### src/rtl/nibble_serial_subtractor.sv
// Multi-cycle unsigned subtractor: diff = a - b - bin, one nibble per clock, LSB first.
// Define SUB_OVERFLOW_EN to add the signed-overflow output ovf.
module nibble_serial_subtractor #(
   parameter int WIDTH = 16
) (
   input  logic             clk,
   input  logic             rst_n,
   input  logic             in_valid,
   output logic             in_ready,
   input  logic [WIDTH-1:0] a,
   input  logic [WIDTH-1:0] b,
   input  logic             bin,
   output logic             out_valid,
   input  logic             out_ready,
   output logic [WIDTH-1:0] diff,
   output logic             bout,
   output logic             zero
`ifdef SUB_OVERFLOW_EN
  ,output logic             ovf
`endif
);

   localparam int NIB = WIDTH / 4;
   localparam int CW  = (NIB > 1) ? $clog2(NIB) : 1;
   localparam logic [CW-1:0] LAST = CW'(NIB - 1);

   if (((WIDTH % 4) != 0) || (WIDTH < 4)) begin : g_bad_width
      $error("nibble_serial_subtractor: WIDTH must be a multiple of 4 and >= 4");
   end

   typedef enum logic [1:0] {
      IDLE,
      CALC,
      DONE
   } state_t;

   state_t           state;
   logic [CW-1:0]    cnt;
   logic [WIDTH-1:0] a_q;
   logic [WIDTH-1:0] b_q;
   logic             borrow;

   logic [4:0]       sum5;
   logic             borrow_next;
   logic [WIDTH+3:0] diff_cat;
   logic [WIDTH-1:0] diff_next;

`ifdef SUB_OVERFLOW_EN
   logic             a_msb;
   logic             b_msb;
`endif

   assign in_ready = (state == IDLE);

   // Operands shift right each cycle so the active nibble is always bits [3:0];
   // result nibbles enter diff from the top and land in place after NIB steps.
   always_comb begin
      sum5        = {1'b0, a_q[3:0]} + {1'b0, ~b_q[3:0]} + {4'b0000, ~borrow};
      borrow_next = ~sum5[4];
      diff_cat    = {sum5[3:0], diff};
      diff_next   = diff_cat[WIDTH+3:4];
   end

   always_ff @(posedge clk or negedge rst_n) begin
      if (!rst_n) begin
         state     <= IDLE;
         cnt       <= '0;
         a_q       <= '0;
         b_q       <= '0;
         borrow    <= 1'b0;
         diff      <= '0;
         bout      <= 1'b0;
         zero      <= 1'b0;
         out_valid <= 1'b0;
`ifdef SUB_OVERFLOW_EN
         a_msb     <= 1'b0;
         b_msb     <= 1'b0;
         ovf       <= 1'b0;
`endif
      end else begin
         case (state)
            IDLE: begin
               if (in_valid) begin
                  a_q    <= a;
                  b_q    <= b;
                  borrow <= bin;
                  cnt    <= '0;
                  state  <= CALC;
`ifdef SUB_OVERFLOW_EN
                  a_msb  <= a[WIDTH-1];
                  b_msb  <= b[WIDTH-1];
`endif
               end
            end
            CALC: begin
               a_q    <= a_q >> 4;
               b_q    <= b_q >> 4;
               borrow <= borrow_next;
               diff   <= diff_next;
               if (cnt == LAST) begin
                  cnt       <= '0;
                  bout      <= borrow_next;
                  zero      <= (diff_next == '0);
                  out_valid <= 1'b1;
                  state     <= DONE;
`ifdef SUB_OVERFLOW_EN
                  ovf       <= (a_msb ^ b_msb) & (diff_next[WIDTH-1] ^ a_msb);
`endif
               end else begin
                  cnt <= cnt + CW'(1);
               end
            end
            DONE: begin
               if (out_ready) begin
                  out_valid <= 1'b0;
                  state     <= IDLE;
               end
            end
            default: state <= IDLE;
         endcase
      end
   end

endmodule

### config.mk
export PLATFORM = sky130hd
export DESIGN_NAME = nibble_serial_subtractor
export DESIGN_NICKNAME = d
export VERILOG_FILES = /design/src/rtl/nibble_serial_subtractor.sv
export SDC_FILE = /design/constraint.sdc
export NUM_CORES = 1
export LEC_CHECK = 0
export BUFFER_PORTS_ARGS = -buffer_cell sky130_fd_sc_hd__buf_4
export CAP_MARGIN = 20
export CORE_ASPECT_RATIO = 1.5
export CORE_UTILIZATION = 60
export CTS_BUF_LIST = sky130_fd_sc_hd__clkbuf_4 sky130_fd_sc_hd__clkbuf_8
export DETAILED_ROUTE_END_ITERATION = 7
export PLACE_DENSITY_LB_ADDON = 0.25
export SLEW_MARGIN = 15
export SYNTH_ARGS = -nofsm -noshare
export SYNTH_HDL_FRONTEND = slang
export SYNTH_SLANG_ARGS = --single-unit
### constraint.sdc
create_clock -name clk -period 3.1 [get_ports clk]
set_clock_uncertainty 0.15 [all_clocks]
set_input_delay 0.465 -clock clk [delete_from_list [all_inputs] [get_ports clk]]
set_output_delay 0.465 -clock clk [all_outputs]
set_load 0.02 [all_outputs]
# After elaboration in Yosys (flattened, before gate mapping)
# Cells that the tools add are included.
# totals
mem_count	0
out_inout_bits	20
word_cells	45
latchBits	0
regBits	56
romBits	0
ramBits	0
# op_classes
shift	0
n_mux	16
order_cmp	0
multipliers	0
n_reduce_logical	8
n_div	0
bitwise_logic	3
addsub	3
n_eq_ne	6
# op_table
cell	n
16-bit one-hot mux with 2 select lines	2
16-bit 2-to-1 mux	2
16-bit zero test	1
2-bit 2-to-1 mux	5
2-bit != test (second input constant)	3
2-bit one-hot mux with 3 select lines	1
3-bit AND reduction	2
4-bit by 4-bit adder with 5-bit output	1
5-bit by 1-bit adder with 5-bit output	1
2-bit == test (second input constant)	2
4-bit inverter	1
1-bit one-hot mux with 2 select lines	2
2-bit one-hot mux with 2 select lines	1
2-bit AND reduction	2
2-bit nonzero test	2
1-bit 2-to-1 mux	3
2-bit by 1-bit adder with 2-bit output (second input constant)	1
2-bit by 1-bit == test with 1-bit output (second input constant)	1
2-bit zero test	1
1-bit inverter	2

# Longest topological paths before layout
# logic_depth
ltp_word	5
depth_mapped	8
ltp_nobuf	8

# Worst setup path before layout
# Ideal clock, no wire load.
# synth_timing
path_kind	register -> register
from	register b_q[0]
to	register zero
synth_period_minus_slack_ns	1.884
path_slack_ns	1.216
arrival_ns	1.642
stages_incl_launch_ff	8
path_cell_list	dfrtp_1 > inv_1 > fa_1 > inv_1 > fa_1 > nor4b_1 > nand4_1 > o31ai_2
# synth_via
elab_chain_cells	4
# synth_lines
item	line	text
start: declaration	40	logic [WIDTH-1:0] b_q;
start signal: assignment	97	b_q <= b_q >> 4;
4-bit inverter	58	sum5 = {1'b0, a_q[3:0]} + {1'b0, ~b_q[3:0]} + {4'b0000, ~borrow};
4-bit by 4-bit adder with 5-bit output	58	
5-bit by 1-bit adder with 5-bit output	58	
16-bit zero test	103	zero <= (diff_next == '0);
end signal: assignment	103	
end: declaration	17	output logic zero
# Every way passes these cells.
# A chain may end at the register's enable or synchronous reset.

# Worst setup path in the final report
# layout_timing
from	register state[1]
to	register a_q[2]
# layout_via
elab_chain_cells	3
# layout_lines
item	line	text
start: declaration	37	state_t state;
start signal: assignment	66	state <= IDLE;
start signal: assignment	88	state <= CALC;
start signal: assignment	105	state <= DONE;
2-bit by 1-bit == test with 1-bit output or 2-bit zero test (tied branches)	81	case (state)
2-bit nonzero test (no line) or 2-bit != test (tied branches)	-	
2-bit AND reduction (no line)	-	
end signal: assignment	96	a_q <= a_q >> 4;
end: declaration	39	logic [WIDTH-1:0] a_q;
# Several ways; a longest one is shown, not always the timed one.

==> impl_metrics.yaml <==
outcome:
  status: "finished clean"
drt:
  drt-wirelength-per-cell_um: 15.33
  routed_wl_um: 5274
  dr.pass1.iters: 5
  drc: 0
  drtAntennaViolNets: 0
  routed-via-count: 2009
  drtIter0Drc: 48
  viasPerCell: 5.840
sta:
  period_minus_slack_ps: 2020
  fmax_mhz: 495.1
  layout_worst_path_cycle_share: 0.6515
  tns_ps: 0
  finalWorstSetupSlack_ps: 1080
  grt_setup_unrepaired: "no"
  hold_violations: 0
  setup_violations: 0
  drv_slew: 0
  worst_pin_slew_ps: 699.0
  maxSlewHeadroom: 0.5322
pwr:
  power_leakage_uw: 0.001473
  p_total_uw: 3203
  vdd_drop_max_v: 0.0007458
  power_density_nw_per_um2: 1066
die:
  initial_core_util: 0.6366
  fp.dieH_um: 81.73
  num_rows: 28
  die_x_um: 55.15
  core_um2: 3994
  io_pins: 57
  die_area_um2: 4507
layout:
  drive_gt1_frac: 0.2408
  antenna_cells: 0
  fin_nets: 341
  area_growth_pct: 18.21
synth:
  avgSynthCellArea_um2: 10.17
  yosysMostFrequentCell: "nand2_1"
  syn_nets: 293
  yosys_warnings: 0
  ys_ff_latch: 56
  synth_edf_count: 0
  synthCells: 250
  synth.top_cell.area_share: 0.5512
  yosysUniqueCellTypes: 35
  async_flop_share: 1.000
  yosysSeqAreaShare: 0.5512
  synth_common_cells: "nand2_1, dfrtp_1, a22oi_1"
  synth-main-ff-cell: "dfrtp_1"
  netlist_area_um2: 2542
  synth.area.top_cells: "dfrtp_1, nand2_1, a22oi_1"
  yosys.area.top_type: "dfrtp_1"
clocking:
  cts_sinks: 56
  cts_setup_buffers: 0
  numCtsBuffers: 5
  cts-root-buf: "clkbuf_8"
  clock_latency_ps: 310
  holdBufCountCts: 0
  cts_tree: "built"
  cts_buffer_depth: 2
  htreeDepth: 2
  path_clk_slew_ps: 100
  cts_resized: 0
global_route:
  grt_first_pass_wirelength_um: 8424
  antenna_found_initial: 0
  grt_max_degree: 57
  grt_overflow: 0
  track_usage: 0.2631
  grt_pass1_vias: 1939
run:
  cap_violations: 0
worst_setup_path:
  cp-start-kind: "register"
  required_ps: 3190
  crit_type: "reg2reg"
  end_kind: "register"
  crit_arrival_ps: 2110
  crit_fanout: 25
placement:
  numPortBuffers: 56
  gp_congestion: 0.8426
  post-place-ws_ps: 1099
  dp_hpwl_um: 3692
worst_hold_path:
  min_path_type: "in2async"
## flip-flops by register name, summed over array words and instances, names as in the netlist
register	flops
state	2
a_q	16
out_valid	1
zero	1
b_q	16
bout	1
borrow	1
cnt	2
diff	16
## per-stage QoR
stage               instance area [um2]  hold slack (ps)  instances    util
floorplan                          2542            19.41        250       -
global placement                   2913            312.5        336  0.7293
detailed placement                 2913            319.9        336  0.7293
CTS                                3005            60.74        344  0.7525
global route                       3005            95.05        344  0.7525
finish                             3005            41.80        344  0.7525
## kinds of logic (layout without fill, tap and decap cells)
logic type / after synthesis / in the layout / synth area share
mux: 1 / 1 / 0.005904
fa+ha+maj: 6 / 6 / 0.03543
simple gates: 79 / 79 / 0.1344
buf+inv: 26 / 75 / 0.05954
flops: 56 / 56 / 0.5512
xor+xnor: 2 / 2 / 0.006891
compound gates: 80 / 80 / 0.2067
## worst max-delay path: stages (launching register included)
cell and delay [ps]:
dfrtp_1 800, inv_2 270, nand2_2 420, o22ai_1 160, a21oi_1 150
## final cells by class
cell class / count / area (um2)
flip-flops and latches: 56 / 1401
multi-input cells: 168 / 989.7
fillers: 311 / 988.4
repair buffers: 57 / 427.9
clock buffers: 6 / 82.58
well taps: 45 / 56.30
inverters: 10 / 37.54
clock inverters: 2 / 10.01
## layer usage
metal  wire length [um]  track usage  share of wire
met2               2754       0.4518           0.52
met3                304      0.05185          0.058
met5                  0            0              0
met1               2134       0.3107           0.40
met4                 81       0.1075          0.015
## power breakdown
group          internal (uW)  total, uW  switching, uW
clock network            179        412            233
logic                    622       1460            841
registers               1040       1330            288
total                   1840       3200           1360
## path summary, 6_finish.rpt
kind / start / to / slack, ps / cells past startpoint
worst min-delay path: rst_n / cnt[0]$_DFFE_PN0P_ / 40 / 1
worst min register to register: diff[0]$_DFFE_PN0P_ / diff[0]$_DFFE_PN0P_ / 340 / 2
max in group asynchronous: rst_n / b_q[12]$_DFFE_PN0P_ / 2310 / 1
min in group clk: out_ready / state[1]$_DFFE_PN0P_ / 190 / 2
worst max-delay path: state[1]$_DFFE_PN0P_ / a_q[2]$_DFFE_PN0P_ / 1080 / 4
worst max register to register: state[1]$_DFFE_PN0P_ / a_q[2]$_DFFE_PN0P_ / 1080 / 4
## placed cells by master (no fill, tap or decap)
master     n
ha_1       4
nand2_1   63
clkinv_2   2
nor4b_1    1
o22ai_1   15
o22a_1     1
fa_1       2
nand2b_1   2
nand4_1    1
nor2b_1    1
o21ai_4    1
o31ai_2    1
xor2_1     1
o21ai_0   11
nor4_1     2
inv_1      9
a21oi_1   12
nand2_2    1
nor2b_4    1
clkbuf_8   6
mux2_4     1
a21o_1     1
nand3_1    1
o21ai_1   10
nor2_4     1
and2b_1    1
xnor2_1    1
o31ai_1    2
a22oi_1   17
buf_4     57
nor2_1     4
a22o_1     9
inv_2      1
dfrtp_1   56
Note: power is estimated with default switching activity, not from simulation.
